$ cat src/rtl/rc_serial_addsub.sv
// Bit-serial signed adder/subtractor: one full-adder cell, LSB first, one bit per clock.
// Result and overflow flag are published only on entry to DONE.
module rc_serial_addsub #(
    parameter int WIDTH = 8
) (
    input  logic             clk,
    input  logic             rst,
    input  logic             start,
    input  logic             sub,
    input  logic [WIDTH-1:0] a,
    input  logic [WIDTH-1:0] b,
    output logic             busy,
    output logic             done,
    output logic [WIDTH-1:0] sum,
    output logic             valid
);
    localparam int CW = $clog2(WIDTH + 1);

    typedef enum logic [1:0] {
        IDLE,
        RUN,
        DONE
    } state_t;

    state_t           state_q, state_d;
    logic [WIDTH-1:0] a_q, a_d;
    logic [WIDTH-1:0] b_q, b_d;
    logic [WIDTH-1:0] res_q, res_d;
    logic [WIDTH-1:0] sum_q, sum_d;
    logic             carry_q, carry_d;
    logic             valid_q, valid_d;
    logic [CW-1:0]    cnt_q, cnt_d;
    logic             fa_s, fa_c;

    // b_q already holds B XOR {sub}; sub itself lives on as the initial carry.
    assign fa_s = a_q[0] ^ b_q[0] ^ carry_q;
    assign fa_c = (a_q[0] & b_q[0]) | (carry_q & (a_q[0] ^ b_q[0]));

    always_comb begin
        state_d = state_q;
        a_d     = a_q;
        b_d     = b_q;
        res_d   = res_q;
        sum_d   = sum_q;
        carry_d = carry_q;
        valid_d = valid_q;
        cnt_d   = cnt_q;
        case (state_q)
            IDLE: begin
                if (start) begin
                    a_d     = a;
                    b_d     = b ^ {WIDTH{sub}};
                    carry_d = sub;
                    cnt_d   = '0;
                    state_d = RUN;
                end
            end
            RUN: begin
                a_d     = a_q >> 1;
                b_d     = b_q >> 1;
                res_d   = {fa_s, res_q[WIDTH-1:1]};
                carry_d = fa_c;
                cnt_d   = cnt_q + CW'(1);
                if (cnt_q == CW'(WIDTH - 1)) begin
                    state_d = DONE;
                    sum_d   = {fa_s, res_q[WIDTH-1:1]};
                    // On the MSB cycle carry_q is the carry into the MSB.
                    valid_d = ~(carry_q ^ fa_c);
                end
            end
            DONE: state_d = IDLE;
            default: state_d = IDLE;
        endcase
    end

    always_ff @(posedge clk or posedge rst) begin
        if (rst) begin
            state_q <= IDLE;
            a_q     <= '0;
            b_q     <= '0;
            res_q   <= '0;
            sum_q   <= '0;
            carry_q <= 1'b0;
            valid_q <= 1'b1;
            cnt_q   <= '0;
        end else begin
            state_q <= state_d;
            a_q     <= a_d;
            b_q     <= b_d;
            res_q   <= res_d;
            sum_q   <= sum_d;
            carry_q <= carry_d;
            valid_q <= valid_d;
            cnt_q   <= cnt_d;
        end
    end

    assign busy  = (state_q != IDLE);
    assign done  = (state_q == DONE);
    assign sum   = sum_q;
    assign valid = valid_q;

endmodule
$ cat config.mk
export PLATFORM = sky130hd
export DESIGN_NAME = rc_serial_addsub
export DESIGN_NICKNAME = d
export VERILOG_FILES = /design/src/rtl/rc_serial_addsub.sv
export SDC_FILE = /design/constraint.sdc
export NUM_CORES = 1
export LEC_CHECK = 0
export BUFFER_PORTS_ARGS = -buffer_cell sky130_fd_sc_hd__buf_4
export CORE_MARGIN = 2
export CORE_UTILIZATION = 50
export CTS_CLUSTER_DIAMETER = 60
export DETAILED_ROUTE_END_ITERATION = 8
export PLACE_DENSITY_LB_ADDON = 0.12
export SETUP_SLACK_MARGIN = 0.05
export SLEW_MARGIN = 10
export SYNTH_ARGS = -nofsm -noshare
export SYNTH_HDL_FRONTEND = slang
export SYNTH_SLANG_ARGS = --single-unit
$ cat constraint.sdc
create_clock -name clk -period 3.2 [get_ports clk]
set_clock_uncertainty 0.2 [all_clocks]
set_input_delay 0.48 -clock clk [delete_from_list [all_inputs] [get_ports clk]]
set_output_delay 0.48 -clock clk [all_outputs]
set_load 0.01 [all_outputs]
==> results by group <==
Run status
  • Status: complete, no violations

Worst setup path
  • Reg-to-Reg Start: state_q[1]
  • Reg2reg end: sum[0]
  • Crit-path slowest cell: dfrtp_1
  • Startpoint Class: flop
  • Worst-path fanout max: 9
  • Crit-path cells: or2_2 -> buf_4
  • CP peak stage delay: 490 ps
  • R2R depth: 3
  • WP data arrival: between 1000 and 1500 ps
  • Crit Path Class: reg2out
  • CP Capture Type: output port
  • Reg2reg setup slack: roughly 1300 ps
  • CP required: around 2500 ps

Pwr
  • Net Sw Power: 610 uW
  • Pwr per Cell Area: 840 nW/um^2
  • VDD IR max: around 0.37 mV
  • Seq pwr share: between 40% and 50%
  • Switching Fraction: a little over a third
  • Internal Power: 1100 uW
  • Power Total: approximately 1700 uW
  • Logic gate share of total power: between 30% and 40%
  • Leak: 0.000999 uW
  • Clock network power share: between 10% and 20%

Synthesis
  • Synth Warn #: 0
  • Sequential share of the synthesized area: 57.1%
  • Synth Area per Inst: 11.0 sq um
  • Synth async-reset ratio: 100%
  • Gate Count Post-Synth: around 160
  • Share of the synthesized area in the top cell type: between 50 and 60%
  • Number of flops mapped to enable cells by yosys: 0
  • Synth Register Bits: 39
  • Cell taking the most area after synthesis: dfrtp_1
  • Most frequent cell after synthesis: nand2_1
  • Synth area leaders: dfrtp_1 56%, nand2_1 9.6%, mux2_2 5.9%
  • Ys flop type: dfrtp_1
  • Synth Net Count: roughly 180
  • Commonest cells in the synthesized netlist: 44 x nand2_1, 38 x dfrtp_1, 9 x mux2_2, 9 x xnor2_1, 8 x a22oi_1
  • Synthesized area: 1710 sq um
  • Number of library cell types mapped by synthesis: 29

Die
  • Die width: approximately 63 microns
  • Die footprint: between 3000 and 4000 sq um
  • Initial Util: 51.7%
  • I/O pins: 31
  • Std-Cell Rows: 21
  • Core Box Area: about 3300 sq um
  • Die Y: about 63 microns

GRT
  • Vias in the first global route: ~1200
  • Initial antenna violation count: 0
  • First-pass GRT wire length: between 5 and 6 mm
  • Total global routing track utilization: 17.1%
  • GRT overflow: 0
  • Largest net degree at the start of global routing: 40

Placement
  • Placer Congestion: about 0.78
  • Post-DP HPWL: between 2 and 2.5 mm
  • PortBufs: 30
  • Setup WS pre-CTS: roughly 1300 ps

Detailed routing
  • DRC: 0
  • Vias: ~1200
  • Detail-routed via count per cell: ~5.1
  • DR pass1 iterations: 4
  • WL per Instance: about 13 microns
  • Routed Wire Length: 2.93 mm
  • Starting DRT DRC Count: 44
  • Antenna viol nets, final: 0

Cells and area
  • Share of layout cells above drive strength 1: between 20% and 30%
  • Ant. Diodes: 0
  • Area Overhead vs Synth: 18.7%
  • Filler cell count: around 310
  • Fin nets: between 200 and 250

STA
  • Tmin final: a little under 2000 ps
  • Slew HR: 59.1%
  • Fmax: about 510 MHz
  • Tightest Pin Transition: 611 ps
  • Setup ws final: approximately 1200 ps
  • Crit share post-route: 61.4%
  • Hold Fails Final Rpt: 0
  • Fin Hold WS: about 37 ps
  • Slew Limit Fails: 0
  • Endpoints failing setup: 0
  • RSZ-0062 raised after global routing: no
  • Setup TNS: 0 ps

CTS
  • Post-CTS Hold Fix Bufs: 0
  • Clock Path Buffers: 2
  • Clock slew at reported path FFs: 110 ps
  • Total setup buffers inserted after CTS: 0
  • H-tree depth: 2
  • PostCTS Resize Cnt: 0
  • CTS Buf Count: 5
  • Clk sink count: 39
  • CTS tree: done
  • Clk_lat worst skew: ~340 ps
  • Root Driver: clkbuf_4

Worst hold path
  • Hold Crit Class: in2async

Job
  • Max Cap Viol: 0
-- flip-flops by register name, summed over array words and instances, names as in the netlist --
signal   flops
a_q          8
b_q          8
sum          8
res_q        7
cnt_q        4
state_q      2
carry_q      1
valid        1
-- cell type report --
type	count	area, sq um	share of cell area [%]
inverters	1	3.75	0.185
flip-flops and latches	39	977	48.1
clock inverters	2	12.5	0.616
clock buffers	6	41.3	2.03
well taps	46	57.6	2.83
repair buffers	33	248	12.2
multi-input cells	107	692	34.1
-- power by group through the flow --
stage	registers [uW]	clock network [uW]	logic, uW
after floorplan	830	0	446
after global placement	841	0	618
after detailed placement	853	0	641
after CTS	843	248	642
after global routing	869	274	716
final	842	239	627
-- per-stage QoR --
step	instances	util, %	instance area, sq um
CTS	234	61.4	2030
finish	234	61.4	2030
global route	234	61.4	2030
global placement	226	59.8	1980
floorplan	155	-	1710
detailed placement	226	59.8	1980
-- worst max path at each step --
stage | start | to | slack, ps | cells past startpoint
2_1_floorplan | state_q[1] | sum[0] | 1570 | 3
4_1_cts | state_q[0] | busy | 1220 | 2
5_1_grt | state_q[0] | busy | 1180 | 2
6_report | state_q[0] | busy | 1230 | 2
3_5_place_dp | state_q[1] | sum[0] | 1350 | 3
3_3_place_gp | state_q[1] | sum[6] | 1380 | 3
-- worst max-delay path, delay by kind of cell (launching register included) --
family,cells,cell delay (ps)
buffers and inverters,1,150
flip-flops,1,490
AND/OR/NAND/NOR,1,310
-- per-layer routing --
metal	wire [microns]	vias up	global-route usage [%]
met5	0	-	0
met4	45	0	8.89
met3	124	5	3.96
met2	1460	26	29.0
met1	1300	582	20.2
li1	-	589	-
-- cell families after synthesis --
group	count (synthesis)	synth area share, %
fa+ha+maj	2	1.90
compound gates	22	10.1
xor+xnor	9	4.61
mux	10	6.51
flops	39	57.1
buf+inv	9	2.49
simple gates	64	17.3
-- placed cells by master, fill, tap and decap left out, types with 2 or more instances in the layout --
cell      synthesis  layout
mux2_2            9       9
a221o_1           7       7
o21bai_1          2       2
nor2b_1           2       2
dfrtp_1          38      38
o21ai_0           3       3
xnor2_1           9       9
nor2_1            7       7
a22oi_1           8       8
nand3_1           3       3
nand2_1          44      44
clkbuf_4          0       5
buf_4             1      33
No activity file was read; power rests on OpenSTA's default activity.
